<file path="config.mk">
export PLATFORM = sky130hd
export DESIGN_NAME = shift_result_stage
export DESIGN_NICKNAME = d
export VERILOG_FILES = /design/src/rtl/shift_result_stage_pkg.sv /design/src/rtl/shift_result_stage_skid_buffer.sv /design/src/rtl/shift_result_stage.sv
export SDC_FILE = /design/constraint.sdc
export NUM_CORES = 1
export LEC_CHECK = 0
export BUFFER_PORTS_ARGS = -buffer_cell sky130_fd_sc_hd__buf_2
export CORE_MARGIN = 10
export CORE_UTILIZATION = 54
export CTS_BUF_LIST = sky130_fd_sc_hd__clkbuf_16
export DETAILED_ROUTE_END_ITERATION = 7
export PLACE_DENSITY = 0.87
export SYNTH_ARGS = -nofsm -noshare
export SYNTH_HDL_FRONTEND = slang
export SYNTH_SLANG_ARGS = --single-unit
</file>
<file path="constraint.sdc">
create_clock -name clk_i -period 1.5 [get_ports clk_i]
set_input_delay 0.15 -clock clk_i [delete_from_list [all_inputs] [get_ports clk_i]]
set_output_delay 0.15 -clock clk_i [all_outputs]
set_load 0.005 [all_outputs]
</file>
<file path="src/rtl/shift_result_stage_pkg.sv">
// Shared ALU definitions used by the shift result stage.
//   alu_flags_t : packed flag nibble {of, sf, zf, cf}, cf in bit 0.
//   FLAG_*      : bit positions of each flag inside alu_flags_t.
//   alu_entry_t : buffered result entry {r, dst, flags, flag_we} at the
//                 default datapath widths; the stage re-declares the same
//                 layout locally so its width parameters can be overridden.
package shift_result_stage_pkg;

  localparam int ALU_WORD_WIDTH = 16;
  localparam int ALU_DST_WIDTH  = 3;

  localparam int FLAG_CF = 0;
  localparam int FLAG_ZF = 1;
  localparam int FLAG_SF = 2;
  localparam int FLAG_OF = 3;

  typedef struct packed {
    logic of;
    logic sf;
    logic zf;
    logic cf;
  } alu_flags_t;

  typedef struct packed {
    logic [ALU_WORD_WIDTH-1:0] r;
    logic [ALU_DST_WIDTH-1:0]  dst;
    alu_flags_t                flags;
    logic                      flag_we;
  } alu_entry_t;

endpackage

</file>
<file path="src/rtl/shift_result_stage_skid_buffer.sv">
// Generic 2-entry valid/ready skid buffer on a flat vector.
//   clk_i, rst_i            : clock, asynchronous active-high reset
//   in_valid_i / in_ready_o : upstream handshake; in_ready_o is registered
//   in_data_i               : upstream payload
//   out_valid_o/out_ready_i : downstream handshake for the head entry
//   out_data_o              : head payload, held stable while stalled
//   skid_valid_o            : second entry occupied
//   main_mark_o/skid_mark_o : bit MARK_BIT of the head / skid payload, so
//                             the owner can inspect one tag bit per entry
module skid_buffer #(
  parameter int WIDTH    = 8,
  parameter int MARK_BIT = 0
) (
  input  logic             clk_i,
  input  logic             rst_i,
  input  logic             in_valid_i,
  output logic             in_ready_o,
  input  logic [WIDTH-1:0] in_data_i,
  output logic             out_valid_o,
  input  logic             out_ready_i,
  output logic [WIDTH-1:0] out_data_o,
  output logic             skid_valid_o,
  output logic             main_mark_o,
  output logic             skid_mark_o
);

  logic             main_valid_reg;
  logic [WIDTH-1:0] main_data_reg;
  logic             skid_valid_reg;
  logic [WIDTH-1:0] skid_data_reg;

  logic accept;
  logic transfer;

  // Ready depends on registered state only, never on out_ready_i.
  assign in_ready_o = !skid_valid_reg;
  assign accept     = in_valid_i && !skid_valid_reg;
  assign transfer   = main_valid_reg && out_ready_i;

  always_ff @(posedge clk_i or posedge rst_i) begin
    if (rst_i) begin
      main_valid_reg <= 1'b0;
      main_data_reg  <= '0;
      skid_valid_reg <= 1'b0;
      skid_data_reg  <= '0;
    end else if (skid_valid_reg) begin
      // Full: no accept is possible; drain skid into main on transfer.
      if (transfer) begin
        main_data_reg  <= skid_data_reg;
        skid_valid_reg <= 1'b0;
      end
    end else if (main_valid_reg) begin
      if (accept && transfer) begin
        main_data_reg <= in_data_i;
      end else if (accept) begin
        skid_data_reg  <= in_data_i;
        skid_valid_reg <= 1'b1;
      end else if (transfer) begin
        main_valid_reg <= 1'b0;
      end
    end else if (accept) begin
      main_data_reg  <= in_data_i;
      main_valid_reg <= 1'b1;
    end
  end

  assign out_valid_o  = main_valid_reg;
  assign out_data_o   = main_data_reg;
  assign skid_valid_o = skid_valid_reg;
  assign main_mark_o  = main_data_reg[MARK_BIT];
  assign skid_mark_o  = skid_data_reg[MARK_BIT];

endmodule

</file>
<file path="src/rtl/shift_result_stage.sv">
// Result stage after the ALU left-shift unit: derives flags from the
// shifted result, buffers entries in a 2-entry skid buffer, owns the
// architectural carry register and flags pending flag writes.
//   clk_i, rst_i               : clock, asynchronous active-high reset
//   in_valid_i / in_ready_o    : upstream handshake
//   r_i, cf_i, a_msb_i         : shifted result, shift carry-out, operand MSB
//   flag_we_i, dst_i           : flag-write enable, destination tag
//   out_valid_o / out_ready_i  : writeback handshake for the head entry
//   r_o, dst_o, flags_o, flag_we_o : head entry ({of,sf,zf,cf} flags)
//   carry_o                    : carry register feeding the shift unit
//   pending_flag_o             : some buffered entry will write the flags
module shift_result_stage
  import shift_result_stage_pkg::*;
#(
  parameter int WORD_WIDTH = ALU_WORD_WIDTH,
  parameter int DST_WIDTH  = ALU_DST_WIDTH
) (
  input  logic                  clk_i,
  input  logic                  rst_i,
  input  logic                  in_valid_i,
  output logic                  in_ready_o,
  input  logic [WORD_WIDTH-1:0] r_i,
  input  logic                  cf_i,
  input  logic                  a_msb_i,
  input  logic                  flag_we_i,
  input  logic [DST_WIDTH-1:0]  dst_i,
  output logic                  out_valid_o,
  input  logic                  out_ready_i,
  output logic [WORD_WIDTH-1:0] r_o,
  output logic [DST_WIDTH-1:0]  dst_o,
  output logic [3:0]            flags_o,
  output logic                  flag_we_o,
  output logic                  carry_o,
  output logic                  pending_flag_o
);

  // Same layout as alu_entry_t, sized by this instance's parameters.
  typedef struct packed {
    logic [WORD_WIDTH-1:0] r;
    logic [DST_WIDTH-1:0]  dst;
    alu_flags_t            flags;
    logic                  flag_we;
  } entry_t;

  alu_flags_t in_flags;
  entry_t     in_entry;
  entry_t     head_entry;
  logic       skid_valid;
  logic       head_flag_we;
  logic       skid_flag_we;
  logic       carry_reg;

  always_comb begin
    in_flags    = '0;
    in_flags.zf = (r_i == '0);
    in_flags.sf = r_i[WORD_WIDTH-1];
    // A left shift overflows when the sign bit changed.
    in_flags.of = a_msb_i ^ r_i[WORD_WIDTH-1];
    in_flags.cf = cf_i;
  end

  assign in_entry = '{r: r_i, dst: dst_i, flags: in_flags, flag_we: flag_we_i};

  // flag_we sits in bit 0 of the packed entry.
  skid_buffer #(
    .WIDTH   ($bits(entry_t)),
    .MARK_BIT(0)
  ) u_skid_buffer (
    .clk_i       (clk_i),
    .rst_i       (rst_i),
    .in_valid_i  (in_valid_i),
    .in_ready_o  (in_ready_o),
    .in_data_i   (in_entry),
    .out_valid_o (out_valid_o),
    .out_ready_i (out_ready_i),
    .out_data_o  (head_entry),
    .skid_valid_o(skid_valid),
    .main_mark_o (head_flag_we),
    .skid_mark_o (skid_flag_we)
  );

  assign r_o       = head_entry.r;
  assign dst_o     = head_entry.dst;
  assign flags_o   = head_entry.flags;
  assign flag_we_o = head_entry.flag_we;

  // Carry commits at writeback so it stays architecturally ordered.
  always_ff @(posedge clk_i or posedge rst_i) begin
    if (rst_i) begin
      carry_reg <= 1'b0;
    end else if (out_valid_o && out_ready_i && flag_we_o) begin
      carry_reg <= flags_o[FLAG_CF];
    end
  end

  assign carry_o = carry_reg;

  // Drops on the same edge the carry register updates, so issue logic
  // never sees a window where neither reflects the pending write.
  assign pending_flag_o = (out_valid_o && head_flag_we) || (skid_valid && skid_flag_we);

endmodule

</file>
==> After elaboration in Yosys (flattened, before gate mapping) <==
Cells that the tools add are included.
{ "op_classes": {"n_eq_ne": 2, "muxes": 13, "bitwise": 3, "n_reduce_logical": 12} }
{ "ops": {"columns": ["op", "count"], "rows": [
  ["24-bit 2-to-1 mux", 5],
  ["16-bit zero test", 1],
  ["1-bit 2-to-1 mux", 8],
  ["1-bit logical AND", 6],
  ["4-bit AND reduction", 1],
  ["3-bit != test (second input constant)", 1],
  ["3-bit AND reduction", 1],
  ["3-bit nonzero test", 1],
  ["2-bit != test (second input constant)", 1],
  ["1-bit NOT", 2],
  ["1-bit zero test", 1],
  ["1-bit logical OR", 1],
  ["1-bit XOR", 1]
]} }
{ "word_totals": {"regBits": 51, "out_inout_bits": 28, "elab_cells": 35} }

==> Depth between registers and ports, before layout <==
Gate-level depths: netlist of run 1.
{ "depth": {"word_depth": 6, "mapped_depth": 6} }

==> Cells and area by module <==
Synthesis of run 1 repeated with hierarchy kept, for this count alone.
{ "hier_totals": {"cells_unflattened": 153, "hier_area_um2": 2393.5} }
{ "by_module_without_submodules": {"columns": ["mod", "instances", "cells_per_inst", "area_each_um2", "seq_area_each_um2"], "rows": [
  ["skid_buffer", 1, 142, 2297.2, 1251.2],
  ["shift_result_stage", 1, 11, 96.3, 25.0]
]} }

==> Worst setup path before layout of run 1 <==
Ideal clock, no wire load.
{ "synth_path": {"path_kind": "register to register", "startpoint": "register u_skid_buffer.main_valid_reg, in the netlist u_skid_buffer.out_valid_o", "endpoint": "register u_skid_buffer.main_data_reg[0], in the netlist u_skid_buffer.out_data_o[0]", "setup_ns": 0.125, "arrival_ns": 1.332, "required_time_ns": 1.375, "path_slack_ns": 0.043, "path_stages_with_launch": 6, "n_path_buf": 2, "period_less_slack_ns": 1.457, "cell_sequence": "dfrtp_1 buf_6 and2b_1 nor2_8 buf_12 mux2_4"} }
{ "synth_via": {"elab_chain_cells": 4} }
{ "synth_rtl": {"columns": ["element", "line", "text"], "rows": [
  ["from (decl)", "shift_result_stage_skid_buffer.sv:27", "logic main_valid_reg;"],
  ["from (signal assigned)", "shift_result_stage_skid_buffer.sv:42", "main_valid_reg <= 1'b0;"],
  ["from (signal assigned)", "shift_result_stage_skid_buffer.sv:59", "main_valid_reg <= 1'b0;"],
  ["from (signal assigned)", "shift_result_stage_skid_buffer.sv:63", "main_valid_reg <= 1'b1;"],
  ["1-bit logical AND", "shift_result_stage_skid_buffer.sv:38", "assign transfer = main_valid_reg && out_ready_i;"],
  ["1-bit logical AND", "shift_result_stage_skid_buffer.sv:53", "if (accept && transfer) begin"],
  ["3-bit != test (no source line)", null, null],
  ["3-bit AND reduction (no source line)", null, null],
  ["to (signal assigned)", "shift_result_stage_skid_buffer.sv:49", "main_data_reg <= skid_data_reg;"],
  ["to (signal assigned)", "shift_result_stage_skid_buffer.sv:54", "main_data_reg <= in_data_i;"],
  ["to (signal assigned)", "shift_result_stage_skid_buffer.sv:62", "main_data_reg <= in_data_i;"],
  ["to (decl)", "shift_result_stage_skid_buffer.sv:28", "logic [WIDTH-1:0] main_data_reg;"]
]} }
Parallel ways exist; a longest one is shown, timed or not.
A chain may end at the register's enable or synchronous reset.

==> Final worst setup path of run 1 <==
{ "layout_path": {"startpoint": "register u_skid_buffer.main_valid_reg, in the netlist u_skid_buffer.out_valid_o", "endpoint": "register u_skid_buffer.main_data_reg[16], in the netlist u_skid_buffer.out_data_o[16]"} }
Same word-level chain as after synthesis.

==> results of run 1 <==
==> cell families (layout without fill, tap and decap cells) <==
| family | after synthesis | in the layout | synth area share (%) |
|---|---|---|---|
| flops | 49 | 49 | 49.0 |
| mux | 67 | 67 | 38.0 |
| compound gates | 8 | 8 | 1.90 |
| buf+inv | 14 | 77 | 6.35 |
| xor+xnor | 1 | 1 | 0.350 |
| simple gates | 16 | 16 | 4.35 |
==> routing by layer <==
layer	vias to the layer above	global-route usage (%)	part of all wire (%)
met3	13	4.64	7.2
met1	725	15.8	43
met2	49	22.1	48
met5	-	0	0
met4	0	5.56	2.1
li1	673	-	-
==> area by class of cell <==
class | count | area [um2]
Clock buffer | 5 | 125
Clock inverter | 3 | 37.5
Fill cell | 282 | 1380
Inverter | 4 | 15.0
Multi-Input combinational cell | 92 | 1130
Sequential cell | 49 | 1230
Tap cell | 52 | 65.1
Timing Repair Buffer | 65 | 442
==> repair_timing <==
action / CTS / global route
hold endpoints to repair: 12 / 0
cloned: 0 / 1
hold buffers: 1 / 0
pin swaps: 0 / 1
gates resized for setup: 2 / 5
buffers inserted: 0 / 1
setup endpoints to repair: 1 / 19
==> metrics by stage <==
step / setup WS, ns / setup TNS [ns] / total power, mW / instance area (um2)
finish: 0.0313 / 0 / 6.84 / 3040
global route: -0.000525 / -0.000996 / 7.21 / 3040
detailed placement: 0.0201 / 0 / 5.48 / 2820
global placement: 0.0511 / 0 / 5.37 / 2820
floorplan: 0.0431 / 0 / 4.76 / 2500
CTS: 0.0161 / 0 / 6.78 / 3000
==> cell usage in the layout, fill, tap and decap left out <==
| cell | n |
|---|---|
| buf_2 | 53 |
| mux2_4 | 51 |
| dfrtp_1 | 47 |
| mux2_2 | 14 |
| clkbuf_16 | 6 |
| buf_12 | 5 |
| inv_1 | 4 |
| nand2_1 | 4 |
| nor4_1 | 4 |
| buf_4 | 4 |
| o21ai_0 | 3 |
| a21oi_1 | 3 |
| dfrtp_2 | 2 |
| and4bb_4 | 1 |
| nand3_1 | 1 |
| and2b_2 | 1 |
| mux2i_4 | 1 |
| nor2_8 | 1 |
| nand4_1 | 1 |
| and2b_1 | 1 |
| and3_1 | 1 |
| o311ai_0 | 1 |
| xnor2_1 | 1 |
| a22o_1 | 1 |
| inv_2 | 1 |
| mux2i_1 | 1 |
| nor2_1 | 1 |
| clkinv_1 | 1 |
| bufinv_16 | 1 |
| dlygate4sd3_1 | 1 |
| buf_6 | 1 |
==> worst max-delay path, delay by kind of cell, from the launching register on <==
family / cells / cell delay (ns)
simple gates: 2 / 0.42
buf+inv: 1 / 0.19
flops: 1 / 0.44
mux: 1 / 0.29
==> power by group <==
group          leakage [nW]  total [mW]  switching (mW)  internal [mW]
sequential            0.584        2.42           0.428           2.00
clock                0.0826        1.23           0.452          0.774
combinational         0.824        3.19            1.08           2.10
total                  1.49        6.84            1.96           4.87
==> worst min path at each step <==
stage / endpoint / cells after the start
2_1_floorplan: u_skid_buffer.skid_valid_o / 1
6_report: u_skid_buffer.skid_data_reg[7] / 2
3_3_place_gp: u_skid_buffer.out_data_o[19] / 2
5_1_grt: u_skid_buffer.skid_data_reg[7] / 2
3_5_place_dp: u_skid_buffer.out_data_o[19] / 2
4_1_cts: u_skid_buffer.skid_data_reg[1] / 2
==> metrics.md, run 1 <==
| Metric | Value |
|---|---|
| Synth area leaders | `dfrtp_1 (49%), mux2_4 (30%), mux2_2 (6.8%)` |
| Max Slew Vio Count | `0` |
| Tcrit/Tclk final | `between 90% and 100%` |
| Number of synthesized flops with an enable pin | `0` |
| Worst slew margin | `roughly 73%` |
| Clock-pin slew on the worst setup and hold paths | `around 0.060 ns` |
| N_diodes | `0` |
| Worst-Margin Slew | `~0.40 ns` |
| Core Box Area | `4410 um2` |
| Clock Tree Buf Depth | `2` |
| Final Hold Fails | `0` |
| Largest net degree at the start of global routing | `28` |
| Die ar. | `roughly 7800 um2` |
| PortBufs | `between 50 and 60` |
| FF-to-FF path depth | `4` |
| Leak | `1.49 nW` |
| Fin cells | `270` |
| Gate Count Post-Synth | `155` |
| Post-Place Cells | `approximately 260` |
| Hold Crit Class | `input port to register` |
| Period minus WS final | `roughly 1.5 ns` |
| Slowest-stage cell, CP | `dfrtp_2` |
| Area grow syn2layout | `21.4%` |
| Number of remaining DRC errors | `0` |
| H-tree depth | `2` |
| Worst setup startpoint | `u_skid_buffer.out_valid_o` |
| Share of the synthesized area in the top cell type | `49.0%` |
| # rows | `24` |
| Worst Path Max Fanout | `6` |
| Final setup vio count | `0` |
| Initial antenna violation count | `0` |
| Peak Freq | `approximately 680 MHz` |
| Net count, final | `243` |
| # IOs | `54` |
| Synth Cell Area | `about 2500 um2` |
| Root buffer cell | `clkbuf_16` |
| Slowest cell delay on critical path | `approximately 0.44 ns` |
| Dominant cell type by area after synthesis | `dfrtp_1` |
| Top post-synthesis cells by count | `mux2_4 (50), dfrtp_1 (49), mux2_2 (15)` |
| Clock sinks | `49` |
| CTS Buf Count | `5` |
| Initial core utilization | `a little under three fifths` |
| Yosys Warn Count | `0` |
| FF+latch count, synth | `49` |
| Crit path to | `u_skid_buffer.out_data_o[16]` |
| Avg Synthesized Cell Area | `between 15 and 20 um2` |
| Overflow after GRT | `0` |
| Die H | `just under 90 um` |
| Detailed Route WL | `roughly 5200 um` |
| Crit path cell chain | `and2b_2 -> nor2_8 -> clkbuf_16 -> mux2_4` |
| Seq/Total Area, Yosys | `49.0%` |
| Worst vdd ir | `~1.2 mV` |
| Vias | `roughly 1500` |
| Gpl congestion | `0.749` |
| Iter 0 DRT Violations | `55` |
| CTS tree | `yes` |
| Kind of end point of the critical path | `register` |
| Critical path class | `register to register` |
| Synthesized net count | `181` |
| Final Core Density | `around 70%` |
| All-layer global routing usage | `a little over an eighth` |
| Worst hold start | `dst_i[2]` |
| CP Data Arrival Time | `roughly 1.6 ns` |
| First-pass GRT wire length | `a little over 8000 um` |
| R2r endpoint | `u_skid_buffer.out_data_o[16]` |
| Drt via density | `5.41` |
| PD cells | `around 2200 nW/um2` |
| RR Startpoint | `u_skid_buffer.out_valid_o` |
| Required time of the critical path | `between 1.5 and 2 ns` |
| Max-capacitance violation count | `0` |
| Synth Flop Type | `dfrtp_1` |
| Wirelength per Cell | `between 15 and 20 um` |
| Async SR Flop Fraction | `100%` |
| Vias in the first global route | `1697` |
| Cell with the most instances after synthesis | `mux2_4` |
| Layout Skew | `roughly 0.0035 ns` |
| Share of layout cells above drive strength 1 | `about two thirds` |
| Critical path launch point type | `register` |
| Worst skew pair latency | `0.28 ns` |
| HPWL Detailed | `3680 um` |
| Horiz. Die Dim | `88.1 um` |
| Worst hold margin | `between 0.1 and 0.15 ns` |
| Run status | `completed` |
| R2r setup slk | `between 0.03 and 0.04 ns` |
| 1st-pass router iterations | `4` |
| Library cells used by synthesis | `23` |
| ANT nets after route | `0` |
Note: power is estimated with default switching activity, not from simulation.
==> run 2, diff against run 1 <==
--- a/config.mk
+++ b/config.mk
@@ -7,10 +7,11 @@
 export LEC_CHECK = 0
 export BUFFER_PORTS_ARGS = -buffer_cell sky130_fd_sc_hd__buf_2
 export CORE_MARGIN = 10
-export CORE_UTILIZATION = 54
+export CORE_UTILIZATION = 48
 export CTS_BUF_LIST = sky130_fd_sc_hd__clkbuf_16
 export DETAILED_ROUTE_END_ITERATION = 7
-export PLACE_DENSITY = 0.87
+export PLACE_DENSITY = 0.83
 export SYNTH_ARGS = -nofsm -noshare
 export SYNTH_HDL_FRONTEND = slang
+export SYNTH_HIERARCHICAL = 1
 export SYNTH_SLANG_ARGS = --single-unit
==> constraint.sdc (replaced) <==
create_clock -name clk_i -period 1.2 [get_ports clk_i]
set_input_delay 0.12 -clock clk_i [delete_from_list [all_inputs] [get_ports clk_i]]
set_output_delay 0.12 -clock clk_i [all_outputs]
set_load 0.005 [all_outputs]
==> metrics.md, run 2 <==
| Metric | Value |
|---|---|
| Gate Count Post-Synth | `153 (-1.3%)` |
| Overflow after GRT | `0 (unchanged)` |
| FF-to-FF path depth | `3 (-1)` |
| Initial antenna violation count | `0 (unchanged)` |
| HPWL Detailed | `3780 um (+2.8%)` |
| CTS Buf Count | `5 (unchanged)` |
| Vias in the first global route | `1696 (-0.059%)` |
| Period minus WS final | `1.48 ns (+0.0155 ns)` |
| Final Hold Fails | `0 (unchanged)` |
| Net switching power | `2.50 mW (+28%)` |
| Commonest cells after routing, fill and taps aside | `buf_2 (53), dfrtp_1 (49), mux2_4 (43), mux2_2 (30), buf_4 (13)` |
| Power Total | `8.53 mW (+25%)` |
| Die H | `90.6 um (+2.9%)` |
| Synth area leaders | `dfrtp_1 (53%), mux2_2 (25%), mux2_4 (13%)` |
| Fin cells | `294 (+8.9%)` |
| Share of the synthesized area in the top cell type | `53.3% (+4.3 points)` |
| Failing checks | `setup timing` |
| Tcrit/Tclk final | `124% (+26 points)` |
| Worst slew margin | `71.1% (-1.8 points)` |
| Top post-synthesis cells by count | `mux2_2 (53), dfrtp_1 (51), mux2_4 (20)` |
| FF+latch count, synth | `51 (+4.1%)` |
| Max Slew Vio Count | `0 (unchanged)` |
| Core Box Area | `4790 um2 (+8.4%)` |
| CTS tree | `yes` |
| R2r setup slk | `-0.28 ns (-0.32 ns)` |
| Critical path launch point type | `register` |
| Worst skew pair latency | `0.28 ns (about the same)` |
| Gate power share | `47.6% (+1.0 points)` |
| Worst hold start | `dst_i[2]` |
| Hold Crit Class | `input port to register` |
| Seq/Total Area, Yosys | `53.3% (+4.3 points)` |
| RR Startpoint | `u_skid_buffer/skid_valid_o` |
| ANT nets after route | `0 (unchanged)` |
| PortBufs | `53 (unchanged)` |
| Net count, final | `252 (+3.7%)` |
| Sw frac | `29.4% (+0.67 points)` |
| # rows | `25 (+4.2%)` |
| Number of synthesized flops with an enable pin | `0 (unchanged)` |
| Synthesized net count | `179 (-1.1%)` |
| H-tree depth | `2 (unchanged)` |
| Async SR Flop Fraction | `100% (unchanged)` |
| Peak Freq | `674 MHz (-1.0%)` |
| Most common cell after layout, fill and taps aside | `buf_2` |
| Gpl congestion | `0.772 (+3.1%)` |
| Cell with the most instances after synthesis | `mux2_2` |
| Detailed Route WL | `5570 um (+7.7%)` |
| Iter 0 DRT Violations | `55 (unchanged)` |
| All-layer global routing usage | `13.6% (+0.078 points)` |
| R2r endpoint | `u_skid_buffer/skid_data_reg[11]` |
| Avg Synthesized Cell Area | `15.6 um2 (-3.1%)` |
| Required time of the critical path | `1.37 ns (-0.30 ns)` |
| Clock group share of total power | `15.6% (-2.3 points)` |
| Vias | `1474 (+0.96%)` |
| # IOs | `54 (unchanged)` |
| Horiz. Die Dim | `90.6 um (+2.9%)` |
| RSZ-0062 raised after global routing | `yes` |
| 1st-pass router iterations | `4 (unchanged)` |
| Flop pwr share | `36.8% (+1.3 points)` |
| Post-Place Cells | `281 (+8.5%)` |
| Area grow syn2layout | `31.6%` |
| Worst Hold Depth | `2 (unchanged)` |
| PD cells | `2710 nW/um2 (+20%)` |
| Worst-Margin Slew | `0.433 ns (+0.0301 ns)` |
| Leak | `1.51 nW (+1.4%)` |
| Clock sinks | `51 (+4.1%)` |
| Synth Cell Area | `2390 um2 (-4.3%)` |
| Run status | `complete, but fails checks` |
| Internal power | `6.02 mW (+24%)` |
| Root buffer cell | `clkbuf_16` |
| First-pass GRT wire length | `9070 um (+10%)` |
| Number of remaining DRC errors | `0 (unchanged)` |
| Share of layout cells above drive strength 1 | `71.4% (+6.2 points)` |
| Clock-pin slew on the worst setup and hold paths | `0.06 ns (about the same)` |
| Worst hold margin | `0.0860 ns (-0.0277 ns)` |
| CP Data Arrival Time | `1.65 ns (about the same)` |
| Critical path class | `register to register` |
| Yosys Warn Count | `6 (+6)` |
| Final Core Density | `65.8% (-3.0 points)` |
| Drt via density | `5.01 (-7.3%)` |
| Layout Skew | `0.00349 ns (-0.0000276 ns)` |
| Final TNS setup | `-11.94 ns (-11.94 ns)` |
| Largest net degree at the start of global routing | `19 (-32%)` |
| Final setup margin | `-0.284 ns (-0.315 ns)` |
| Final setup vio count | `49 (+49)` |
| Die ar. | `8210 um2 (+5.9%)` |
| Worst vdd ir | `1.41 mV (+17%)` |
| Wirelength per Cell | `18.9 um (-1.1%)` |
| Max-capacitance violation count | `0 (unchanged)` |
| Worst Path Max Fanout | `15 (+9)` |
| Synth Flop Type | `dfrtp_1` |
| Library cells used by synthesis | `19 (-17%)` |
| N_diodes | `0 (unchanged)` |
| Initial core utilization | `50.0% (-6.7 points)` |
| Kind of end point of the critical path | `register` |
| Hold endpoint | `u_skid_buffer/skid_data_reg[7]` |
| Dominant cell type by area after synthesis | `dfrtp_1` |
| Clock Tree Buf Depth | `2 (unchanged)` |
==> run 2: power groups by stage <==
| stage | Combinational [mW] | Clock, mW | Sequential, mW |
|---|---|---|---|
| finish | 4.06 | 1.33 | 3.14 |
| global placement | 3.69 | 0 | 3.05 |
| detailed placement | 3.81 | 0 | 3.09 |
| CTS | 3.98 | 1.36 | 3.12 |
| global route | 4.35 | 1.45 | 3.25 |
| floorplan | 2.87 | 0 | 3.02 |
==> run 2: what timing repair did <==
action,in CTS,in global routing
pin swaps,1,0
resized for setup,12,1
setup endpoints to repair,49,50
hold buffers,1,0
endpoints found under the hold margin,16,0
buffers inserted,2,0
cloned,1,1
==> run 2: metal layers <==
metal  global-route usage [%]  routed length [um]
met5                        0                   0
met4                     2.79                  32
met3                     5.40                 365
met2                     22.1                2690
met1                     16.5                2480
==> run 2: per-stage QoR <==
stage	worst slack, ns	cell area [um2]
detailed placement	-0.263	2920
finish	-0.284	3150
global route	-0.298	3150
floorplan	-0.230	2500
CTS	-0.252	3120
global placement	-0.231	2920
==> run 2: kinds of logic after synthesis <==
family | synth area share, %
muxes | 37.5
DFF | 53.3
buffers and inverters | 4.65
and+or+nand+nor | 2.87
AOI/OAI and AO/OA | 1.31
xor gates and xnor gates | 0.366
==> run 2: how the worst max path moves through the flow <==
stage	start	end	slack, ns	cells after the start
2_1_floorplan	u_skid_buffer/out_valid_o	u_skid_buffer/out_data_o[0]	-0.23	5
3_3_place_gp	u_skid_buffer/skid_valid_o	u_skid_buffer/skid_data_reg[14]	-0.23	3
3_5_place_dp	u_skid_buffer/skid_valid_o	u_skid_buffer/skid_data_reg[11]	-0.26	3
4_1_cts	u_skid_buffer/skid_valid_o	u_skid_buffer/skid_data_reg[23]	-0.25	3
5_1_grt	u_skid_buffer/skid_valid_o	u_skid_buffer/skid_data_reg[11]	-0.30	3
6_report	u_skid_buffer/skid_valid_o	u_skid_buffer/skid_data_reg[11]	-0.28	3
==> run 2: critical path, cell delays in order (launching register included) <==
cell and delay [ns]:
dfrtp_2 0.46, and4bb_4 0.39, buf_12 0.19, mux2_4 0.32
==> run 2: cell type report <==
| cell class | count | area (um2) |
|---|---|---|
| fillers | 343 | 1640 |
| flip-flops and latches | 51 | 1280 |
| multi-input cells | 89 | 1110 |
| repair buffers | 76 | 523 |
| clock buffers | 5 | 125 |
| well taps | 67 | 83.8 |
| clock inverters | 3 | 15.0 |
| inverters | 3 | 15.0 |
